`src/rtl/risc_pkg.sv`:
```
// Shared definitions for the writeback path: widths, load-size encodings,
// the writeback FSM state type and the byte/half extension helper.
package risc_pkg;

    localparam int REG_IDX_W = 5;
    localparam int DATA_W    = 32;
    localparam int CNT_W     = 8;

    localparam logic [1:0] SZ_BYTE = 2'b00;
    localparam logic [1:0] SZ_HALF = 2'b01;
    localparam logic [1:0] SZ_WORD = 2'b10;

    typedef enum logic {
        IDLE     = 1'b0,
        WAIT_MEM = 1'b1
    } wb_state_e;

    // Bytes arrive in v[7:0]; the fill bit comes from the top bit of the used field.
    function automatic logic [DATA_W-1:0] extend_sub(input logic [15:0] v,
                                                     input logic        is_byte,
                                                     input logic        zero_ext);
        logic sign_bit;
        logic fill;
        sign_bit = is_byte ? v[7] : v[15];
        fill     = ~zero_ext & sign_bit;
        if (is_byte) begin
            return {{24{fill}}, v[7:0]};
        end
        return {{16{fill}}, v};
    endfunction

endpackage

```
`src/rtl/load_align.sv`:
```
// Selects the addressed byte/half/word from an aligned memory word and
// sign- or zero-extends it to the register width.
module load_align
    import risc_pkg::*;
(
    input  logic [DATA_W-1:0] i_rdata,
    input  logic [1:0]        i_offset,
    input  logic [1:0]        i_size,
    input  logic              i_unsigned,
    output logic [DATA_W-1:0] o_value
);

    logic [7:0]  w_byte;
    logic [15:0] w_half;

    // NOTE: every signal written here gets a default first, so no path can infer a latch.
    always_comb begin
        w_byte  = i_rdata[7:0];
        w_half  = i_rdata[15:0];
        o_value = i_rdata;

        case (i_offset)
            2'd0:    w_byte = i_rdata[7:0];
            2'd1:    w_byte = i_rdata[15:8];
            2'd2:    w_byte = i_rdata[23:16];
            default: w_byte = i_rdata[31:24];
        endcase

        // Halfword offset ignores bit 0: a misaligned half reads its containing half.
        w_half = i_offset[1] ? i_rdata[31:16] : i_rdata[15:0];

        case (i_size)
            SZ_BYTE: o_value = extend_sub({8'h00, w_byte}, 1'b1, i_unsigned);
            SZ_HALF: o_value = extend_sub(w_half, 1'b0, i_unsigned);
            SZ_WORD: o_value = i_rdata;
            default: o_value = i_rdata;
        endcase
    end

endmodule

```
`src/rtl/writeback_unit.sv`:
```
// Register-file writeback stage: ALU results retire in one cycle, loads wait
// for memory data with a timeout. Optional macro WB_SCOREBOARD_EN adds busy/busy_rd.
module writeback_unit
    import risc_pkg::*;
#(
    parameter int unsigned TIMEOUT = 255
) (
    input  logic                 clk,
    input  logic                 rst_n,
    input  logic                 in_valid,
    output logic                 in_ready,
    input  logic [REG_IDX_W-1:0] in_rd,
    input  logic [DATA_W-1:0]    in_data,
    input  logic                 in_is_load,
    input  logic [1:0]           in_size,
    input  logic                 in_unsigned,
    input  logic                 mem_rvalid,
    input  logic [DATA_W-1:0]    mem_rdata,
    output logic                 reg_write,
    output logic [REG_IDX_W-1:0] write_reg,
    output logic [DATA_W-1:0]    write_data,
    output logic                 load_err
`ifdef WB_SCOREBOARD_EN
    ,
    output logic                 busy,
    output logic [REG_IDX_W-1:0] busy_rd
`endif
);

    localparam logic [CNT_W-1:0] TIMEOUT_CNT = CNT_W'(TIMEOUT);

    wb_state_e            r_state;
    logic [REG_IDX_W-1:0] r_rd;
    logic [1:0]           r_size;
    logic                 r_unsigned;
    logic [1:0]           r_offset;
    logic [CNT_W-1:0]     r_count;
    logic                 r_reg_write;
    logic [REG_IDX_W-1:0] r_write_reg;
    logic [DATA_W-1:0]    r_write_data;
    logic                 r_load_err;

    logic                 w_accept;
    logic [CNT_W-1:0]     w_count_next;
    logic [DATA_W-1:0]    w_load_value;

    assign in_ready     = (r_state == IDLE);
    assign w_accept     = in_valid & in_ready;
    assign w_count_next = r_count + CNT_W'(1);

    load_align u_load_align (
        .i_rdata    (mem_rdata),
        .i_offset   (r_offset),
        .i_size     (r_size),
        .i_unsigned (r_unsigned),
        .o_value    (w_load_value)
    );

    // NOTE: sequential state uses non-blocking assignments so every register samples pre-edge values.
    always_ff @(posedge clk or negedge rst_n) begin
        if (!rst_n) begin
            r_state      <= IDLE;
            r_rd         <= '0;
            r_size       <= '0;
            r_unsigned   <= 1'b0;
            r_offset     <= '0;
            r_count      <= '0;
            r_reg_write  <= 1'b0;
            r_write_reg  <= '0;
            r_write_data <= '0;
            r_load_err   <= 1'b0;
        end else begin
            r_reg_write <= 1'b0;
            r_load_err  <= 1'b0;

            case (r_state)
                IDLE: begin
                    if (w_accept) begin
                        if (in_is_load) begin
                            r_rd       <= in_rd;
                            r_size     <= in_size;
                            r_unsigned <= in_unsigned;
                            r_offset   <= in_data[1:0];
                            r_count    <= '0;
                            r_state    <= WAIT_MEM;
                        end else begin
                            // Register 0 is hardwired: the index/data still move, the enable does not.
                            r_reg_write  <= (in_rd != '0);
                            r_write_reg  <= in_rd;
                            r_write_data <= in_data;
                        end
                    end
                end

                WAIT_MEM: begin
                    if (mem_rvalid) begin
                        r_reg_write  <= (r_rd != '0);
                        r_write_reg  <= r_rd;
                        r_write_data <= w_load_value;
                        r_state      <= IDLE;
                    end else begin
                        r_count <= w_count_next;
                        if (w_count_next == TIMEOUT_CNT) begin
                            r_load_err <= 1'b1;
                            r_state    <= IDLE;
                        end
                    end
                end

                default: r_state <= IDLE;
            endcase
        end
    end

    assign reg_write  = r_reg_write;
    assign write_reg  = r_write_reg;
    assign write_data = r_write_data;
    assign load_err   = r_load_err;

`ifdef WB_SCOREBOARD_EN
    assign busy    = (r_state == WAIT_MEM);
    assign busy_rd = (r_state == WAIT_MEM) ? r_rd : '0;
`endif

endmodule

```
`config.mk`:
```
export PLATFORM = sky130hd
export DESIGN_NAME = writeback_unit
export DESIGN_NICKNAME = d
export VERILOG_FILES = /design/src/rtl/risc_pkg.sv /design/src/rtl/load_align.sv /design/src/rtl/writeback_unit.sv
export SDC_FILE = /design/constraint.sdc
export NUM_CORES = 1
export LEC_CHECK = 0
export ABC_AREA = 0
export CORE_MARGIN = 3
export CORE_UTILIZATION = 60
export CTS_BUF_LIST = sky130_fd_sc_hd__clkbuf_8 sky130_fd_sc_hd__clkbuf_16
export DETAILED_ROUTE_END_ITERATION = 8
export DONT_BUFFER_PORTS = 1
export GPL_TIMING_DRIVEN = 0
export PLACE_DENSITY = 0.76
export SYNTH_ARGS = -nofsm -noshare
export SYNTH_HDL_FRONTEND = slang
export SYNTH_SLANG_ARGS = --single-unit
```
`constraint.sdc`:
```
create_clock -name clk -period 3.6 [get_ports clk]
set_input_delay 0.72 -clock clk [delete_from_list [all_inputs] [get_ports clk]]
set_output_delay 0.72 -clock clk [all_outputs]
set_load 0.01 [all_outputs]
```
==> out/summary.txt, run 1 <==
Area of placed instances -> 0.003477 mm2
CTS max path bufs -> 2
Clock Tree Root -> clkbuf_8
Die Wd -> 81.16 um
Status -> complete, no violations
Actual slew at the worst max-slew pin -> 752.5 ps
First drt pass iteration count -> 4
Area Overhead vs Synth -> 8.195%
Syn avg cell area -> 9.825 um2
Die area -> 0.006587 mm2
Most frequent cells after synthesis -> dfrtp_1 (58), nand2_1 (43), o21ai_0 (28), a21oi_1 (25), mux2i_1 (19)
IO Port Bufs -> 0
Leading area contributor after synthesis -> dfrtp_1
Setup TNS -> 0 ps
Worst IR drop on VDD -> 0.2887 mV
Largest register FFs -> 32
Num CTS Buffers -> 9
Final worst-path cycle share -> 0.6402
Crit path required time -> 2880 ps
Slew headroom -> 0.4984
Synth top area cells -> dfrtp_1 (43%), a221oi_2 (7.1%), mux2i_1 (5.6%), nand2_1 (4.8%), o21ai_0 (4.1%)
Endpoints failing setup -> 0
1st-iter DRT viols -> 185
Clock Pin Slew Worst Setup and Hold Paths -> 70 ps
Cell Area, Synth -> 0.003390 mm2
WP buf/inv -> 3
Resize count post-CTS -> 0
Crit path arrival time -> 1580 ps
Seq/Total Area, Yosys -> 0.4282
Async SR Flop Fraction -> 1.000
EDFF count, synth -> 0
Final hold vios -> 0
Largest net degree at the start of global routing -> 59
Worst min-delay path class -> in -> async
Synth Register Bits -> 58
Non-Filler Instances -> 431
Num ports -> 117
Crit path largest cell delay -> 580 ps
Clock sink count -> 58
Count leader, synth -> dfrtp_1
Site Rows -> 26
GPL Wtd Cong -> 0.9139
Worst setup margin -> 1295 ps
Synth unique cells -> 51
Min cycle time layout -> 2305 ps
Slowest cell on crit path -> clkbuf_1
First-pass GRT wire length -> 13.91 mm
Clk Latency, worst-skew pair -> 340 ps
CP Cell Sequence -> buf_2 -> inv_1 -> clkbuf_1
Mapped Cells -> 345
CP endpoint kind -> primary output
Final instance area -> 0.003667 mm2
Pwr Density -> 579.3 mW/mm2
F_max -> 433.9 MHz
DRT antenna net count -> 0
Post-CTS setup buffer count -> 0
Ys flop type -> dfrtp_1
WS Path Type -> reg -> out
Yosys warnings -> 0
Leakage -> 1.541 nW
CTS HTree Levels -> 3
Final Skew -> 8.884 ps
Post-DP HPWL -> 6.690 mm
Number of global-route vias before repair -> 2703
Core area -> 0.005270 mm2
Layout cell share with drive strength beyond 1 -> 0.1911
Initial core utilization -> 0.6432
Synth top area share -> 0.4282
RSZ-0062 raised after global routing -> false
Pins Over Slew Limit -> 0
Die Y -> 81.16 um
Post-CTS Hold Buffers -> 0
TritonCTS clock tree -> built
# nets final -> 435
Global-route usage over all layers -> 0.2823
DRT Wirelength -> 8.896 mm
Total number of vias -> 2827
CP top delay family -> buffers and inverters
Detail-routed via count per cell -> 6.559
Drt drc -> 0
Initial antenna violation count -> 0
Inst Count DP -> 415
Grt total ovfl -> 0
Syn Nets -> 424
Startpoint types -> register
Pre-CTS WS -> 1656 ps
Crit Path Max Fanout -> 10
Routed length per placed instance -> 20.64 um
Max-Cap Viols -> 0
# diodes -> 0
==> cell families after synthesis <==
group | count (synthesis) | synth area share
adder cells (fa/ha/maj) | 2 | 0.007382
multiplexers | 30 | 0.09598
buffers and inverters | 33 | 0.05094
AO/OA/AOI/OAI | 125 | 0.2732
AND/OR/NAND/NOR | 94 | 0.1366
flip-flops | 58 | 0.4282
XOR/XNOR | 3 | 0.007753
==> cells in the final DEF (no fill, tap or decap), types with 2 or more instances in the layout <==
master      synthesis  final
dfrtp_1            58     58
nand2_1            43     43
o21ai_0            28     28
a21oi_1            25     25
mux2i_1            19     19
a221oi_2           16     16
o21ai_1            16     16
buf_2              15     15
nor2_1             13     13
clkbuf_8            0     12
mux2_2             10     10
nor3_1              8      8
a211oi_1            8      8
a22o_1              8      8
clkbuf_1            7      7
a221oi_1            7      7
nand2b_1            5      5
nand3_1             5      5
or4_1               4      4
a31oi_1             4      4
inv_1               3      3
and3_1              3      3
buf_6               3      3
and2_1              2      2
xor2_1              2      2
o31ai_1             2      2
buf_1               2      2
buf_4               2      2
nor2b_1             2      2
a22oi_1             2      2
ha_1                2      2
clkinvlp_4          0      2
clkinv_2            0      2
==> final timing paths <==
| kind | start | to | slack [ps] | cells after the start |
|---|---|---|---|---|
| setup / recovery | r_state$_DFF_PN0_ | in_ready | 1300 | 3 |
| hold / removal | rst_n | write_data[16]$_DFFE_PN0P_ | 70 | 0 |
| setup reg to reg | r_offset[1]$_DFFE_PN0P_ | write_data[0]$_DFFE_PN0P_ | 1680 | 7 |
| hold reg to reg | r_count[6]$_DFFE_PN0P_ | r_count[6]$_DFFE_PN0P_ | 490 | 1 |
| max in group asynchronous | rst_n | write_data[22]$_DFFE_PN0P_ | 3410 | 0 |
| min in group clk | r_count[6]$_DFFE_PN0P_ | r_count[6]$_DFFE_PN0P_ | 490 | 1 |
==> layer usage <==
metal	vias to the layer above	share of wire	track usage
met5	-	0	0
met4	0	0.022	0.1115
met3	23	0.12	0.1253
met2	141	0.45	0.4097
met1	1351	0.41	0.3686
li1	1312	-	-
==> cell type report <==
cell class                 instances  area (um2)
sequential                        58        1451
tap                               70       87.58
buffer                            29       157.7
multi-input combinational        254        1765
fill                             421        1603
clock inverter                     4       25.02
clock buffer                      12       165.2
inverter                           4       15.01
==> per-stage QoR <==
stage / utilization / power [mW] / hold WS [ps]
after floorplan: - / 1.425 / 424.4
after global placement: 0.6598 / 1.540 / 425.6
after detailed placement: 0.6598 / 1.562 / 425.7
after CTS: 0.6959 / 2.124 / 59.54
after global routing: 0.6959 / 2.251 / 42.91
final: 0.6959 / 2.125 / 69.86
==> where the power goes <==
| group | internal, mW | switching [mW] | total [mW] |
|---|---|---|---|
| clock | 0.303 | 0.265 | 0.568 |
| sequential | 0.803 | 0.175 | 0.978 |
| combinational | 0.246 | 0.333 | 0.579 |
| total | 1.35 | 0.773 | 2.12 |
Power figures use the tool's default switching activity.
==> run 2, diff against run 1 <==
ABC_AREA = 1   (was 0)
CORE_UTILIZATION = 58   (was 60)
clock period = 1.9 ns   (was 3.6 ns; I/O delays follow)
==> out/summary.txt, run 2 <==
Post-synthesis mux area share -> 0.006406 (-0.08957)
Startpoint types -> register
Yosys warnings -> 0 (unchanged)
Clk Latency, worst-skew pair -> 340 ps (about the same)
Count leader, synth -> nand2_1
Post-DP HPWL -> 7.459 mm (+11%)
1st-iter DRT viols -> 339 (+83%)
WS Path Type -> reg -> out
Site Rows -> 27 (+3.8%)
Number of global-route vias before repair -> 3345 (+24%)
First drt pass iteration count -> 5 (+1)
Status -> complete, no violations
Detail-routed via count per cell -> 5.617 (-14%)
Endpoints failing setup -> 0 (unchanged)
Syn avg cell area -> 6.723 um2 (-32%)
Most frequent cells after synthesis -> nand2_1 (211), dfrtp_1 (58), nor2_1 (44), inv_1 (42), o21ai_0 (37)
Most frequent cells in the layout -> nand2_1 (211), dfrtp_1 (58), nor2_1 (44)
Clock sink count -> 58 (unchanged)
Layout cell share with drive strength beyond 1 -> 0.09982 (-0.09132)
Main combinational cell family by area after synthesis -> simple AND/OR/NAND/NOR gates
Max-Cap Viols -> 0 (unchanged)
Final hold vios -> 0 (unchanged)
Min cycle time layout -> 1820 ps
Post-Synth Simple-Gate Area -> 0.3694 (+0.2328)
Ys flop type -> dfrtp_1
Crit Path Max Fanout -> 10 (unchanged)
EDFF count, synth -> 0 (unchanged)
Seq/Total Area, Yosys -> 0.4128 (-0.01539)
Num CTS Buffers -> 9 (unchanged)
Final instance area -> 0.003862 mm2 (+5.3%)
Worst IR drop on VDD -> 0.6199 mV (+110%)
Leakage -> 2.024 nW (+31%)
Worst min-delay path class -> in -> reg
Pwr Density -> 1059 mW/mm2 (+83%)
Slowest cell on crit path -> clkbuf_1
Num ports -> 117 (unchanged)
Async SR Flop Fraction -> 1.000 (unchanged)
Global-route usage over all layers -> 0.2996 (+0.01727)
DRT Wirelength -> 10.30 mm (+16%)
Synth Register Bits -> 58 (unchanged)
Drt drc -> 0 (unchanged)
Final Skew -> 6.126 ps (-2.758 ps)
Crit path required time -> 1520 ps (-1360 ps)
Leading area contributor after synthesis -> dfrtp_1
Actual slew at the worst max-slew pin -> 625.6 ps (-126.9 ps)
GPL Wtd Cong -> 0.9385 (+2.7%)
Routed length per placed instance -> 16.81 um (-19%)
Final worst-path cycle share -> 0.9578
CP Cell Sequence -> inv_2 -> clkbuf_1
WP buf/inv -> 2 (-1)
IO Port Bufs -> 0 (unchanged)
Cell Area, Synth -> 0.003516 mm2 (+3.7%)
Resize count post-CTS -> 0 (unchanged)
Synth Area in XOR/XNOR -> 0.002491 (-0.005261)
# diodes -> 0 (unchanged)
Non-Filler Instances -> 613 (+42%)
Mapped Cells -> 523 (+52%)
Crit path largest cell delay -> 510 ps (-70 ps)
F_max -> 549.5 MHz
Slew headroom -> 0.5829 (+0.08458)
Total number of vias -> 3443 (+22%)
CP top delay family -> buffers and inverters
Setup TNS -> 0 ps (unchanged)
Clock Pin Slew Worst Setup and Hold Paths -> 70 ps (about the same)
Initial core utilization -> 0.6195 (-0.02367)
Synth top area share -> 0.4128 (-0.01539)
Die Y -> 83.86 um (+3.3%)
DRT antenna net count -> 0 (unchanged)
Clock Tree Root -> clkbuf_8
Area Overhead vs Synth -> 9.858%
TritonCTS clock tree -> built
CTS max path bufs -> 2 (unchanged)
Synth Area in Adders -> 0.007117 (-0.0002654)
Synth top area cells -> dfrtp_1 (41%), nand2_1 (23%), o21ai_0 (5.3%), nand3_1 (4.8%), nor2_1 (4.7%)
Core area -> 0.005675 mm2 (+7.7%)
CP endpoint kind -> primary output
Die Wd -> 83.86 um (+3.3%)
Crit path arrival time -> 1440 ps (-140 ps)
Most common cell after layout, fill and taps aside -> nand2_1
Initial antenna violation count -> 0 (unchanged)
First-pass GRT wire length -> 16.59 mm (+19%)
RSZ-0062 raised after global routing -> false
Grt total ovfl -> 0 (unchanged)
# nets final -> 615 (+41%)
Die area -> 0.007032 mm2 (+6.8%)
Syn Nets -> 602 (+42%)
CTS HTree Levels -> 3 (unchanged)
Inst Count DP -> 595 (+43%)
Post-synthesis compound-gate area fraction -> 0.1128 (-0.1604)
Pins Over Slew Limit -> 0 (unchanged)
Synth unique cells -> 29 (-43%)
Largest net degree at the start of global routing -> 59 (unchanged)
Area of placed instances -> 0.003606 mm2 (+3.7%)
Largest register FFs -> 32 (unchanged)
## run 2: cell types whose count changed after synthesis, moves of 9 or more
cell      previous run  this run
o21ai_1             16         4
nand3_1              5        34
nand2_1             43       211
inv_1                3        42
a221oi_2            16         0
nor2_1              13        44
mux2i_1             19         0
o21ai_0             28        37
## run 2: per-layer routing
metal / up-vias / part of all wire / global-route usage
met5: - / 0 / 0
met4: 0 / 0.024 / 0.1213
met3: 25 / 0.10 / 0.09279
met2: 170 / 0.49 / 0.4873
met1: 1569 / 0.39 / 0.3701
li1: 1679 / - / -
## run 2: stage by stage
step	power (mW)	hold WS [ps]	worst slack, ps	utilization
2_1_floorplan	2.530	84.41	546.5	-
3_3_place_gp	2.749	85.62	281.3	0.6354
3_5_place_dp	2.780	85.75	282.2	0.6354
4_1_cts	4.091	180.1	94.86	0.6806
5_1_grt	4.360	175.6	11.62	0.6806
6_report	4.092	185.7	80.27	0.6806
## run 2: worst paths after layout
path	startpoint	endpoint	slack (ps)	cells after the start
worst max register to register	r_size[1]$_DFFE_PN0P_	write_data[27]$_DFFE_PN0P_	230	7
max in group asynchronous	rst_n	r_count[1]$_DFFE_PN0P_	1090	2
worst max-delay path	r_state$_DFF_PN0_	in_ready	80	2
worst min register to register	r_rd[4]$_DFFE_PN0P_	r_rd[4]$_DFFE_PN0P_	520	2
min in group asynchronous	rst_n	write_data[3]$_DFFE_PN0P_	570	2
worst min-delay path	in_rd[2]	r_rd[2]$_DFFE_PN0P_	190	1
## run 2: cells by family (layout without fill, tap and decap cells)
group	Yosys count	count (layout)
buffers and inverters	72	90
adder cells (fa/ha/maj)	2	2
XOR/XNOR	1	1
AO/OA/AOI/OAI	76	76
multiplexers	2	2
AND/OR/NAND/NOR	312	312
flip-flops	58	58
## run 2: timing repair
action / 4_1_cts / 5_1_grt
hold buffers: 2 / 0
endpoints found under the hold margin: 58 / 0
buffers inserted: 0 / 0
## run 2: report_power, final
part	switching [mW]	leakage [nW]	internal (mW)
sequential	0.295	0.709	1.51
clock	0.518	0.113	0.765
combinational	0.652	1.20	0.354
## run 2: final cells by class
class	instances	area, um2
Multi-Input combinational cell	393	1752
Sequential cell	58	1451
Inverter	45	171.4
Clock buffer	10	137.6
Tap cell	72	90.09
Clock inverter	6	81.33
Fill cell	514	1813
Timing Repair Buffer	2	37.54
Buffer	27	141.4
==> run 3, diff against run 2 <==
ABC_AREA = 0   (was 1)
CORE_UTILIZATION = 57   (was 58)
PLACE_DENSITY = 0.75   (was 0.76)
==> out/summary.txt, run 3 (synthesis gave the netlist of run 1 again) <==
Final Hold Slack -> 183.0 ps (-2.763 ps)
Final Skew -> 10.67 ps (+4.547 ps)
Startpoint types -> register
# nets final -> 437 (-29%)
Detail-routed via count per cell -> 6.477 (+15%)
1st-iter DRT viols -> 171 (-50%)
Worst r2r path cells -> 5 (-2)
Final instance area -> 0.003716 mm2 (-3.8%)
Initial core utilization -> 0.6008 (-0.01869)
CTS HTree Levels -> 3 (unchanged)
Actual slew at the worst max-slew pin -> 581.2 ps (-44.37 ps)
Post-DP HPWL -> 6.861 mm (-8.0%)
Flop pwr share -> 0.453 (+0.012)
Clk pwr share -> 0.269 (-0.044)
Worst IR drop on VDD -> 0.6560 mV (+5.8%)
Drt drc -> 0 (unchanged)
Switching power -> 1.474 mW (+0.69%)
Largest net degree at the start of global routing -> 59 (unchanged)
End point of the critical path -> write_data[1]$_DFFE_PN0P_
CTS max path bufs -> 2 (unchanged)
Slew headroom -> 0.6125 (+0.02958)
# diodes -> 0 (unchanged)
DRT antenna net count -> 0 (unchanged)
DR WL met2 -> 4.236 mm (-15%)
Grt total ovfl -> 0 (unchanged)
Clock Pin Slew Worst Setup and Hold Paths -> 60 ps (about the same)
CP endpoint kind -> register
Crit path arrival time -> 1990 ps (+550 ps)
Area Overhead vs Synth -> 9.634%
Worst min-delay path class -> in -> reg
RSZ-0062 raised after global routing -> false
Final worst-path cycle share -> 0.9416 (-0.01611)
Area of placed instances -> 0.003480 mm2 (-3.5%)
Hold path start -> mem_rdata[18]
Global-route usage over all layers -> 0.2713 (-0.02824)
Critical R2R Capture -> write_data[1]$_DFFE_PN0P_
Most frequent cells in the layout -> dfrtp_1 (58), nand2_1 (43), o21ai_0 (28)
Site Rows -> 27 (unchanged)
Most common cell after layout, fill and taps aside -> dfrtp_1
WS Path Type -> reg -> reg
# fillers -> 462 (-10%)
GPL Wtd Cong -> 0.9461 (+0.81%)
DRT Wirelength -> 9.077 mm (-12%)
Switching power share of the total -> 0.3602 (+0.002447)
Setup TNS -> 0 ps (unchanged)
Largest register FFs -> 32 (unchanged)
Leakage -> 1.577 nW (-22%)
Num ports -> 117 (unchanged)
Die Wd -> 83.12 um (-0.88%)
Layout cell share with drive strength beyond 1 -> 0.1934 (+0.09356)
Die area -> 0.006908 mm2 (-1.8%)
Die Y -> 83.12 um (-0.88%)
Final core utilization -> 0.6587 (-0.02187)
Critical Path Source -> r_size[1]$_DFFE_PN0P_
Routed length per placed instance -> 20.91 um (+24%)
Core area -> 0.005642 mm2 (-0.60%)
Pins Over Slew Limit -> 0 (unchanged)
IO Port Bufs -> 0 (unchanged)
Status -> complete, no violations
Total number of vias -> 2811 (-18%)
First-pass GRT wire length -> 14.72 mm (-11%)
DRT met1 WL -> 3.629 mm (-9.4%)
Clock Tree Root -> clkbuf_8
F_max -> 558.9 MHz (+1.7%)
Worst R2R Setup Slack -> 110 ps (-120 ps)
Crit Path Max Fanout -> 10 (unchanged)
Crit path required time -> 2100 ps (+580 ps)
Number of global-route vias before repair -> 2742 (-18%)
Final hold vios -> 0 (unchanged)
Max-Cap Viols -> 0 (unchanged)
Top Layer Used -> met4
Min cycle time layout -> 1789 ps (-30.62 ps)
Clk Latency, worst-skew pair -> 340 ps (about the same)
FF-to-FF Start -> r_size[1]$_DFFE_PN0P_
Endpoints failing setup -> 0 (unchanged)
Pwr Density -> 1101 mW/mm2 (+3.9%)
Clock sink count -> 58 (unchanged)
First drt pass iteration count -> 4 (-1)
Internal -> 2.618 mW (-0.38%)
TritonCTS clock tree -> built
Num CTS Buffers -> 9 (unchanged)
Initial antenna violation count -> 0 (unchanged)
Combinational share of power -> 0.278 (+0.032)
DR WL met3 -> 1.050 mm (-0.19%)
==> run 3: through the flow <==
stage / total power [mW] / setup WS (ps) / std cells
6_report: 4.092 / 110.9 / 434
5_1_grt: 4.339 / 3.477 / 434
4_1_cts: 4.093 / 59.41 / 434
3_5_place_dp: 2.966 / 47.37 / 417
3_3_place_gp: 2.921 / 93.19 / 417
2_1_floorplan: 2.699 / 367.3 / 345
==> run 3: worst min-delay path by stage <==
stage	to	slack, ps	depth (start not counted)
final	write_data[18]$_DFFE_PN0P_	180	2
after detailed placement	write_data[27]$_DFFE_PN0P_	90	0
after global routing	r_rd[1]$_DFFE_PN0P_	180	1
after global placement	write_data[3]$_DFFE_PN0P_	90	0
after floorplan	load_err$_DFF_PN0_	80	0
after CTS	write_data[18]$_DFFE_PN0P_	170	2
==> run 3: repair_timing <==
action | in CTS | in global routing
endpoints found under the hold margin | 58 | 0
resized for setup | 1 | 5
hold buffers | 2 | 0
buffers inserted | 0 | 0
endpoints found under the setup margin | 1 | 8
==> run 3: power by group through the flow <==
stage / Combinational (mW) / Sequential [mW] / Clock [mW]
after global routing: 1.27 / 1.89 / 1.17
final: 1.14 / 1.85 / 1.10
after detailed placement: 1.09 / 1.88 / 0
after CTS: 1.13 / 1.86 / 1.11
after global placement: 1.05 / 1.87 / 0
after floorplan: 0.893 / 1.81 / 0
==> run 3: metal layers <==
metal  GRT usage  vias up
met5           0        -
met4     0.08618        0
met3      0.1032       16
met2      0.4074      128
met1      0.3639     1353
li1            -     1314
==> run 3: area by class of cell <==
class | instances | area [um2] | area share
well taps | 72 | 90.09 | 0.02424
clock inverters | 5 | 48.80 | 0.01313
plain buffers | 29 | 163.9 | 0.04411
multi-input cells | 254 | 1772 | 0.4768
inverters | 4 | 15.01 | 0.004040
flip-flops and latches | 58 | 1451 | 0.3906
repair buffers | 2 | 37.54 | 0.01010
clock buffers | 10 | 137.6 | 0.03704
==> run 3: critical path, stage by stage (launching register included) <==
cell	delay (ps)
dfrtp_1	440
buf_2	220
inv_1	250
o21ai_2	180
a221oi_1	400
o21ai_0	160
